[src/rtl/drfm_param_loader.sv]
// rtl/drfm_param_loader.sv - serial DRFM parameter frame loader (optional PARITY_CHECK_EN adds trailing even parity)
module drfm_param_loader #(
  parameter int CHANNELS  = 4,
  parameter int DELAY_W   = 10,
  parameter int DOPPLER_W = 32,
  parameter int SCALE_W   = 16
) (
  input  logic                          Clk,
  input  logic                          Reset,
  input  logic                          Frame_Start,
  input  logic                          Bit_In,
  input  logic                          Bit_Valid,
  output logic [CHANNELS*DELAY_W-1:0]   Time_Delay,
  output logic [CHANNELS*DOPPLER_W-1:0] Doppler_Shift,
  output logic [CHANNELS*SCALE_W-1:0]   Amplitude_Scale,
  output logic [CHANNELS*4-1:0]         State_o,
  output logic                          Update,
  output logic                          Frame_Error,
  output logic                          Busy
);

  localparam int CH_W = (CHANNELS > 1) ? $clog2(CHANNELS) : 1;
`ifdef PARITY_CHECK_EN
  localparam int PAR_W = 1;
`else
  localparam int PAR_W = 0;
`endif
  // Frame layout, LSB first on the wire
  localparam int OFF_DF  = CH_W;
  localparam int OFF_D   = OFF_DF + 1;
  localparam int OFF_PF  = OFF_D + DELAY_W;
  localparam int OFF_P   = OFF_PF + 1;
  localparam int OFF_SF  = OFF_P + DOPPLER_W;
  localparam int OFF_S   = OFF_SF + 1;
  localparam int DATA_W  = OFF_S + SCALE_W;
  localparam int FRAME_W = DATA_W + PAR_W;
  localparam int CNT_W   = $clog2(FRAME_W + 1);

  typedef enum logic [1:0] {IDLE, SHIFT, COMMIT} state_t;

  state_t                        state_q, state_d;
  logic [CNT_W-1:0]              cnt_q, cnt_d;
  logic [FRAME_W-1:0]            frame_q;
  logic                          shift_en, commit;
  logic [CHANNELS*DELAY_W-1:0]   delay_q, delay_d;
  logic [CHANNELS*DOPPLER_W-1:0] doppler_q, doppler_d;
  logic [CHANNELS*SCALE_W-1:0]   scale_q, scale_d;
  logic [CHANNELS*4-1:0]         mode_q, mode_d;
  logic                          update_q, update_d;
  logic                          error_q, error_d;

  // Field decode of the assembled frame
  logic [CH_W-1:0]      ch_idx;
  logic                 delay_flag, doppler_flag, scale_flag;
  logic [DELAY_W-1:0]   delay_f;
  logic [DOPPLER_W-1:0] doppler_f;
  logic [SCALE_W-1:0]   scale_f;
  logic                 ch_ok, parity_ok, accept;

  assign ch_idx       = frame_q[CH_W-1:0];
  assign delay_flag   = frame_q[OFF_DF];
  assign delay_f      = frame_q[OFF_D +: DELAY_W];
  assign doppler_flag = frame_q[OFF_PF];
  assign doppler_f    = frame_q[OFF_P +: DOPPLER_W];
  assign scale_flag   = frame_q[OFF_SF];
  assign scale_f      = frame_q[OFF_S +: SCALE_W];
  assign ch_ok        = int'(ch_idx) < CHANNELS;
`ifdef PARITY_CHECK_EN
  assign parity_ok    = ~(^frame_q);
`else
  assign parity_ok    = 1'b1;
`endif
  assign accept       = commit && ch_ok && parity_ok;

  // Next-state logic: Frame_Start always restarts, even dropping a pending commit
  always_comb begin
    state_d  = state_q;
    cnt_d    = cnt_q;
    shift_en = 1'b0;
    commit   = 1'b0;
    if (Frame_Start) begin
      state_d = SHIFT;
      cnt_d   = '0;
    end else begin
      case (state_q)
        SHIFT: begin
          if (Bit_Valid) begin
            shift_en = 1'b1;
            if (cnt_q == CNT_W'(FRAME_W - 1)) begin
              state_d = COMMIT;
              cnt_d   = '0;
            end else begin
              cnt_d = cnt_q + CNT_W'(1);
            end
          end
        end
        COMMIT: begin
          state_d = IDLE;
          commit  = 1'b1;
        end
        default: ;
      endcase
    end
  end

  // Parameter bank update: only flagged fields of the addressed channel load
  always_comb begin
    delay_d   = delay_q;
    doppler_d = doppler_q;
    scale_d   = scale_q;
    mode_d    = mode_q;
    update_d  = accept;
    error_d   = commit && !accept;
    for (int c = 0; c < CHANNELS; c++) begin
      if (accept && (c == int'(ch_idx))) begin
        if (delay_flag)   delay_d[c*DELAY_W +: DELAY_W]       = delay_f;
        if (doppler_flag) doppler_d[c*DOPPLER_W +: DOPPLER_W] = doppler_f;
        if (scale_flag)   scale_d[c*SCALE_W +: SCALE_W]       = scale_f;
        mode_d[c*4 +: 4] = {doppler_flag, 1'b0, scale_flag, delay_flag};
      end
    end
  end

  // FSM state and bit counter
  always_ff @(posedge Clk) begin
    if (!Reset) begin
      state_q <= IDLE;
      cnt_q   <= '0;
    end else begin
      state_q <= state_d;
      cnt_q   <= cnt_d;
    end
  end

  // Frame shift register: new bits enter at the top so bit 0 ends up first-received
  always_ff @(posedge Clk) begin
    if (!Reset || Frame_Start) begin
      frame_q <= '0;
    end else if (shift_en) begin
      frame_q <= {Bit_In, frame_q[FRAME_W-1:1]};
    end
  end

  // Output registers, cleared by reset so an in-flight commit is lost
  always_ff @(posedge Clk) begin
    if (!Reset) begin
      delay_q   <= '0;
      doppler_q <= '0;
      scale_q   <= '0;
      mode_q    <= '0;
      update_q  <= 1'b0;
      error_q   <= 1'b0;
    end else begin
      delay_q   <= delay_d;
      doppler_q <= doppler_d;
      scale_q   <= scale_d;
      mode_q    <= mode_d;
      update_q  <= update_d;
      error_q   <= error_d;
    end
  end

  assign Time_Delay      = delay_q;
  assign Doppler_Shift   = doppler_q;
  assign Amplitude_Scale = scale_q;
  assign State_o         = mode_q;
  assign Update          = update_q;
  assign Frame_Error     = error_q;
  assign Busy            = (state_q != IDLE);

endmodule

[config.mk]
export PLATFORM = sky130hd
export DESIGN_NAME = drfm_param_loader
export DESIGN_NICKNAME = d
export VERILOG_FILES = /design/src/rtl/drfm_param_loader.sv
export SDC_FILE = /design/constraint.sdc
export NUM_CORES = 1
export LEC_CHECK = 0
export BUFFER_PORTS_ARGS = -buffer_cell sky130_fd_sc_hd__buf_2
export CAP_MARGIN = 20
export CORE_MARGIN = 2
export CORE_UTILIZATION = 54
export DETAILED_ROUTE_END_ITERATION = 7
export GPL_TIMING_DRIVEN = 0
export HOLD_SLACK_MARGIN = 0.12
export PLACE_DENSITY = 0.79
export SYNTH_ARGS = -nofsm -noshare
export SYNTH_HDL_FRONTEND = slang
export SYNTH_SLANG_ARGS = --single-unit
[constraint.sdc]
create_clock -name Clk -period 1.55 [get_ports Clk]
set_input_delay 0.31 -clock Clk [delete_from_list [all_inputs] [get_ports Clk]]
set_output_delay 0.31 -clock Clk [all_outputs]
set_load 0.02 [all_outputs]
==> implementation parameters, run 1 <==
Parameter                              Value

Cells and area
  Final Core Density ... 0.745
  Fraction of final layout cells with drive strength greater than 1 ... 0.327
  Post-route cell area ... 16200 um^2
  Layout net count ... 1779
  Signed area change from the synthesized netlist to the final layout ... 35.4%

Setup path
  Worst reg-to-reg setup slack ... -190 ps
  Data required time at the worst endpoint ... 2030 ps
  Crit-path max cell delay ... 330 ps
  Crit path top cell by count ... sky130_fd_sc_hd__buf_6
  Critical path's slowest cell ... sky130_fd_sc_hd__dfxtp_2
  Maximum fanout along the worst path ... 8
  Worst R2R End ... Doppler_Shift[35]
  Cell depth of the worst flop-to-flop path ... 8
  Worst Setup Path Type ... flop to flop
  Cell chain of the critical path ... buf_6 > buf_6 > and4bb_1 > buf_6 > clkbuf_16 > clkbuf_16 > nand3_2 > a21oi_2
  Data arrival time of the critical path ... 2210 ps
  CP endpoint kind ... flop
  Worst R2R Start ... state_q[1]
  Type of origin of the critical path ... flop

Clock network
  Sink count of the clock tree ... 316
  CTS tree ... yes
  Number of buffers inserted during clock tree synthesis ... 31
  Register clock-pin slew on the reported worst setup and hold paths ... 70 ps
  Clock insertion delay at the later pin of the skew report ... 560 ps
  Number of levels the H-tree was split into ... 1
  Clock root buffer ... sky130_fd_sc_hd__clkbuf_16
  Worst-case clock buffer depth ... 3

Placed design
  Post-placement worst setup slack ... -537 ps
  Count of port buffers added during placement ... 250
  Routability Congestion ... 0.922
  HPWL reported at the end of detailed placement ... 27400 um
  Cell area after placement ... 13600 um^2

Yosys
  Post-synthesis average cell area ... 8.19 um^2
  Most common cell in the netlist ... sky130_fd_sc_hd__dfxtp_1
  EDFF count, synth ... 0
  Ranking of synthesized cells by instance count ... sky130_fd_sc_hd__dfxtp_1 (316), sky130_fd_sc_hd__a21oi_1 (312), sky130_fd_sc_hd__nand3_1 (235), sky130_fd_sc_hd__o21ai_0 (232), sky130_fd_sc_hd__nand2_1 (143)
  Share of synthesized registers carrying an async set or reset ... 0
  Cells after Synth ... 1461
  Sequential fraction of the synthesis area ... 0.529
  Netlist area before placement ... 12000 um^2
  Largest cells by area after synthesis ... sky130_fd_sc_hd__dfxtp_1 (53%), sky130_fd_sc_hd__a21oi_1 (13%), sky130_fd_sc_hd__nand3_1 (9.8%)
  Number of distinct library cell variants in the gate-level netlist after synthesis ... 37
  Area share of the leading cell type in the synthesized netlist ... 0.529
  Cell type contributing the most total cell area after synthesis ... sky130_fd_sc_hd__dfxtp_1
  Count of warnings emitted by yosys ... 0
  Synthesis-stage register bit count ... 316
  Main flop type after synthesis ... sky130_fd_sc_hd__dfxtp_1

GRT
  GR met3 Demand/Resource ... 0.0559
  Gr busiest metal ... met2
  Via count of the first global-routing pass ... 11300
  Global-route wire length before repair ... 60900 um
  Global-route congestion overflow total ... 0
  Met1 track demand over resource in global routing ... 0.434
  Met2 usage in global routing ... 0.505
  Maximum number of pins on one net before global-route repair ... 20
  GRT Total Usage ... 0.321
  Number of antenna violations at the first check in global routing ... 2

Floorplan
  Area of the die ... 23400 um^2
  Horiz. Die Dim ... 153 um
  CORE AREA ... 21800 um^2
  Number of cell rows ... 54
  Height of the die ... 153 um
  Initial standard-cell utilization of the core ... 0.550
  Number of placed I/O pins ... 256

Timing
  Number of failing hold endpoints at the final stage ... 0
  Unrepaired setup endpoints after global routing ... true
  Transition time at the pin with the least slew margin ... 873 ps
  Setup Skew ... 10.1 ps
  Final critical-path share of the clock period ... 1.12
  Count of final max-slew check failures ... 0
  Fmax ... 0.576 GHz
  Final setup violation count ... 111
  Headroom to the max-slew limit ... 0.418
  Final setup margin ... -187 ps
  Minimum clock period after layout ... 1740 ps

Power
  Design Power ... 16.3 mW
  Worst-case vdd ir drop ... 0.978 mV
  Pwr Density ... 1010 nW/um^2
  Cell leakage power ... 6.05 nW

Worst hold path
  Min-Delay Path Depth ... 4
  Worst Hold Endpoint ... cnt_q[5]
  Critical hold path startpoint ... Bit_Valid
  Path type of the worst min-delay path ... input pin to flop

Routing
  Wire per inst ... 22.0 um
  Total Wirelength ... 45800 um
  Number of DRC markers in iteration 0 ... 1440
  Detailed-route vias per instance ... 6.41
  First-pass DRT Iterations ... 7
  Total number of vias ... 13300
  DRC violation count after routing ... 0
  Final ANT Viol Nets ... 0

Run status
  Result of the run ... finished with violations
  Violations in the final reports ... setup timing

Run
  Number of max-cap violations ... 0
routing by layer:
layer / vias to the layer above / routed length [um]
met5: - / 0
li1: 5785 / -
met3: 239 / 5390
met1: 6247 / 16800
met2: 1064 / 20600
met4: 0 / 3000
state kept, by name, indices dropped and copies added, names as in the netlist:
name	cells
Doppler_Shift	128
state_q	2
cnt_q	6
State_o	12
Time_Delay	40
Amplitude_Scale	64
Update	1
frame_q	63
critical path, delay by kind of cell, from the launching register on:
family,cells,cell delay (ps)
buffers and inverters,5,800
AND/OR/NAND/NOR,2,310
AO/OA/AOI/OAI,1,220
flip-flops,1,330
final cells by class:
type,count,area [um^2]
Sequential cell,316,6330
Multi-Input combinational cell,979,5640
Fill cell,1495,5560
Timing Repair Buffer,277,1690
Buffer,163,1110
Clock buffer,47,906
Tap cell,280,350
Clock inverter,11,140
Inverter,4,15.0
Antenna cell,3,7.51
what timing repair did:
item	in CTS	in global routing
setup buffers	5	8
cloned	0	12
setup endpoints to repair	248	288
resized for setup	67	342
hold endpoints to repair	2	0
pin swaps	1	61
hold buffers	2	0
cells in the final DEF, fill, tap and decap left out, types with 3 or more instances in the layout:
master                      synthesis  layout
sky130_fd_sc_hd__dfxtp_2            0       3
sky130_fd_sc_hd__a21oi_1          312     252
sky130_fd_sc_hd__clkbuf_16          0      43
sky130_fd_sc_hd__nor2_1             4       3
sky130_fd_sc_hd__clkbuf_2           2      45
sky130_fd_sc_hd__buf_2             37     263
sky130_fd_sc_hd__nand3_2            0      41
sky130_fd_sc_hd__clkinv_2           0       5
sky130_fd_sc_hd__inv_1              4       4
sky130_fd_sc_hd__dfxtp_1          316     313
sky130_fd_sc_hd__bufinv_16          0       3
sky130_fd_sc_hd__clkbuf_4           0      16
sky130_fd_sc_hd__a21oi_2            0      60
sky130_fd_sc_hd__diode_2            0       3
sky130_fd_sc_hd__buf_12             0       6
sky130_fd_sc_hd__clkbuf_1         100      44
sky130_fd_sc_hd__buf_6             13      16
sky130_fd_sc_hd__conb_1             1       5
sky130_fd_sc_hd__nand3_1          235     168
sky130_fd_sc_hd__o21ai_1           14      41
sky130_fd_sc_hd__nand3_4            0      26
sky130_fd_sc_hd__buf_1              6       5
sky130_fd_sc_hd__nand2_1          143     141
sky130_fd_sc_hd__clkbuf_8           0       8
sky130_fd_sc_hd__o21ai_0          232     205
sky130_fd_sc_hd__buf_8              0       9
sky130_fd_sc_hd__buf_4              8      30
stage by stage:
step / setup TNS, ps / cells / hold WS (ps)
final: -7250 / 2080 / 232
after global routing: -12380 / 2079 / 247
after detailed placement: -73250 / 1995 / 463
after CTS: -143 / 2058 / 134
after global placement: -66450 / 1995 / 459
after floorplan: 0 / 1465 / 446
power breakdown:
part / total [mW] / internal (mW) / switching (mW) / leakage (nW)
sequential: 8.13 / 8.12 / 0.00456 / 2.55
clock: 7.79 / 4.52 / 3.27 / 0.514
combinational: 0.373 / 0.0874 / 0.286 / 3.00
cells by family after synthesis:
family / share of synthesized area
other cells: 0.000313
compound gates: 0.240
simple gates: 0.161
buf+inv: 0.0681
flops: 0.529
fa+ha+maj: 0.00209
worst max path at each step:
stage	from	end	slack (ps)
final	state_q[1]	Doppler_Shift[35]	-190
after global routing	frame_q[0]	Doppler_Shift[47]	-190
after CTS	state_q[0]	Busy	-140
after detailed placement	Reset	Doppler_Shift[32]	-540
after global placement	Reset	Doppler_Shift[109]	-510
after floorplan	frame_q[0]	Doppler_Shift[10]	170
(Power assumes the default switching activity.)
==> run 2: changes to the inputs <==
--- a/config.mk
+++ b/config.mk
@@ -7,12 +7,12 @@
 export LEC_CHECK = 0
 export BUFFER_PORTS_ARGS = -buffer_cell sky130_fd_sc_hd__buf_2
 export CAP_MARGIN = 20
-export CORE_MARGIN = 2
 export CORE_UTILIZATION = 54
 export DETAILED_ROUTE_END_ITERATION = 7
 export GPL_TIMING_DRIVEN = 0
 export HOLD_SLACK_MARGIN = 0.12
 export PLACE_DENSITY = 0.79
+export RECOVER_POWER = 25
 export SYNTH_ARGS = -nofsm -noshare
 export SYNTH_HDL_FRONTEND = slang
 export SYNTH_SLANG_ARGS = --single-unit
==> implementation parameters, run 2 (same netlist as run 1, synthesis figures left out) <==
Parameter                              Value

Run status
  Result of the run ... finished with violations
  Violations in the final reports ... setup timing

Floorplan
  Initial standard-cell utilization of the core ... 0.550 (unchanged)
  Area of the die ... 22800 um^2 (-2.6%)
  CORE AREA ... 21800 um^2 (unchanged)
  Number of cell rows ... 54 (unchanged)
  Number of placed I/O pins ... 256 (unchanged)
  Horiz. Die Dim ... 151 um (-1.3%)
  Height of the die ... 151 um (-1.3%)

GRT
  GRT Total Usage ... 0.366 (+0.0447)
  Maximum number of pins on one net before global-route repair ... 15 (-25%)
  Global-route congestion overflow total ... 0 (unchanged)
  Via count of the first global-routing pass ... 11800 (+4.7%)
  Global-route wire length before repair ... 64600 um (+6.1%)
  Number of antenna violations at the first check in global routing ... 3 (+1)

Clock network
  Worst-case clock buffer depth ... 3 (unchanged)
  CTS tree ... yes
  Number of buffers inserted during clock tree synthesis ... 31 (unchanged)
  Register clock-pin slew on the reported worst setup and hold paths ... 70 ps (about the same)
  Clock insertion delay at the later pin of the skew report ... 570 ps (about the same)
  Sink count of the clock tree ... 316 (unchanged)
  Number of levels the H-tree was split into ... 1 (unchanged)
  Clock root buffer ... sky130_fd_sc_hd__clkbuf_16

Routing
  Total Wirelength ... 51500 um (+12%)
  Detailed-route vias per instance ... 6.71 (+4.7%)
  Number of DRC markers in iteration 0 ... 1918 (+33%)
  DRC violation count after routing ... 0 (unchanged)
  Final ANT Viol Nets ... 0 (unchanged)
  Wire per inst ... 24.6 um (+12%)
  First-pass DRT Iterations ... 8 (+1)
  Total number of vias ... 14000 (+5.3%)

Power
  Pwr Density ... 967 nW/um^2 (-3.8%)
  Design Power ... 16.5 mW (+1.6%)
  Cell leakage power ... 5.84 nW (-3.5%)
  Worst-case vdd ir drop ... 0.947 mV (-3.1%)

Timing
  Final setup margin ... -344 ps (-158 ps)
  Fmax ... 0.528 GHz (-8.3%)
  Number of failing hold endpoints at the final stage ... 0 (unchanged)
  Worst hold slack across all endpoints ... 195 ps (-36.3 ps)
  Transition time at the pin with the least slew margin ... 962 ps (+89.9 ps)
  Setup Skew ... 10.2 ps (+0.167 ps)
  Count of final max-slew check failures ... 0 (unchanged)
  Headroom to the max-slew limit ... 0.358 (-0.0599)
  Final setup violation count ... 236 (+110%)
  Minimum clock period after layout ... 1890 ps (+158 ps)
  Accumulated negative setup slack ... -26950 ps (-19700 ps)
  Unrepaired setup endpoints after global routing ... true
  Final critical-path share of the clock period ... 1.22 (+0.102)

Setup path
  Worst R2R Start ... state_q[0]
  Capture point of the critical path ... Doppler_Shift[62]
  Type of origin of the critical path ... flop
  Data required time at the worst endpoint ... 2020 ps (about the same)
  Cell depth of the worst flop-to-flop path ... 8 (unchanged)
  Worst Setup Path Type ... flop to flop
  CP endpoint kind ... flop
  Maximum fanout along the worst path ... 5 (-3)
  Worst R2R End ... Doppler_Shift[62]
  Beginning of the critical path ... state_q[0]
  Worst reg-to-reg setup slack ... -340 ps (-160 ps)
  Data arrival time of the critical path ... 2360 ps (+150 ps)

Cells and area
  Fillcell total ... 1294 (-13%)
  Final Core Density ... 0.786 (+0.0419)
  Fraction of final layout cells with drive strength greater than 1 ... 0.363 (+0.0360)
  Post-route cell area ... 17100 um^2 (+5.6%)
  Commonest cells after routing, fill and taps aside ... sky130_fd_sc_hd__dfxtp_1 (313), sky130_fd_sc_hd__buf_2 (181), sky130_fd_sc_hd__a21oi_1 (180), sky130_fd_sc_hd__nand2_1 (136), sky130_fd_sc_hd__o21ai_0 (135)
  Signed area change from the synthesized netlist to the final layout ... 43.0%
  Area used by sequential logic in the layout ... 6330 um^2 (unchanged)
  Most common cell after layout, fill and taps aside ... sky130_fd_sc_hd__dfxtp_1
  Layout net count ... 1794 (+0.84%)
  Number of flip-flops under the largest register name ... 128 (unchanged)
  Footprint of the multi-input gates ... 6320 um^2 (+12%)

Worst hold path
  Path type of the worst min-delay path ... input pin to flop

Placed design
  HPWL reported at the end of detailed placement ... 27200 um (-0.78%)
  Cell area after placement ... 13600 um^2 (unchanged)
  Count of port buffers added during placement ... 250 (unchanged)
  Routability Congestion ... 0.907 (-1.7%)

Run
  Number of max-cap violations ... 0 (unchanged)
run 2: per-layer routing:
| layer | share of wire | track usage | wire length [um] | vias to the layer above |
|---|---|---|---|---|
| li1 | - | - | - | 5797 |
| met1 | 0.34 | 0.471 | 17500 | 6452 |
| met2 | 0.44 | 0.572 | 22700 | 1393 |
| met3 | 0.14 | 0.0804 | 7340 | 399 |
| met4 | 0.077 | 0.197 | 3970 | 0 |
| met5 | 0 | 0 | 0 | - |
run 2: repair_timing:
item / 4_1_cts / 5_1_grt
gates cloned: 13 / 6
setup buffers: 19 / 12
hold endpoints to repair: 2 / 0
setup endpoints to repair: 249 / 303
resized for setup: 177 / 522
hold buffers: 2 / 0
pin swaps: 31 / 99
run 2: cell type report:
class	count	share of cell area
Antenna cell	2	0.000293
Inverter	4	0.000878
Multi-Input combinational cell	979	0.369
Tap cell	280	0.0205
Buffer	161	0.0693
Sequential cell	316	0.370
Clock buffer	46	0.0557
Clock inverter	9	0.00600
Timing Repair Buffer	294	0.108
run 2: how the worst min path moves through the flow:
stage	from	endpoint	slack, ps	depth (start not counted)
finish	Frame_Start	state_q[0]	200	3
global route	Frame_Start	state_q[0]	190	3
CTS	Frame_Start	state_q[0]	130	3
detailed placement	Doppler_Shift[54]	Doppler_Shift[54]	460	2
global placement	Amplitude_Scale[47]	Amplitude_Scale[47]	460	2
floorplan	Bit_In	frame_q[62]	450	2
run 2: worst max-delay path, cell delays in order (launching register included):
cell and delay [ps]:
sky130_fd_sc_hd__dfxtp_2 340, sky130_fd_sc_hd__buf_6 130, sky130_fd_sc_hd__buf_6 110, sky130_fd_sc_hd__and4bb_1 330, sky130_fd_sc_hd__buf_6 190, sky130_fd_sc_hd__buf_12 140, sky130_fd_sc_hd__buf_8 140, sky130_fd_sc_hd__nand3_2 90
sky130_fd_sc_hd__a21oi_2 320
run 2: metrics by stage:
stage | instances | worst slack (ps)
2_1_floorplan | 1465 | 172
3_3_place_gp | 1995 | -495
3_5_place_dp | 1995 | -524
4_1_cts | 2082 | -135
5_1_grt | 2090 | -331
6_report | 2091 | -344
run 2: power by group:
part	internal [mW]	switching (mW)	total [mW]	leakage [nW]
clock	4.55	3.42	7.97	0.516
combinational	0.122	0.329	0.451	2.78
sequential	8.12	0.00488	8.12	2.55
total	12.8	3.76	16.5	5.84
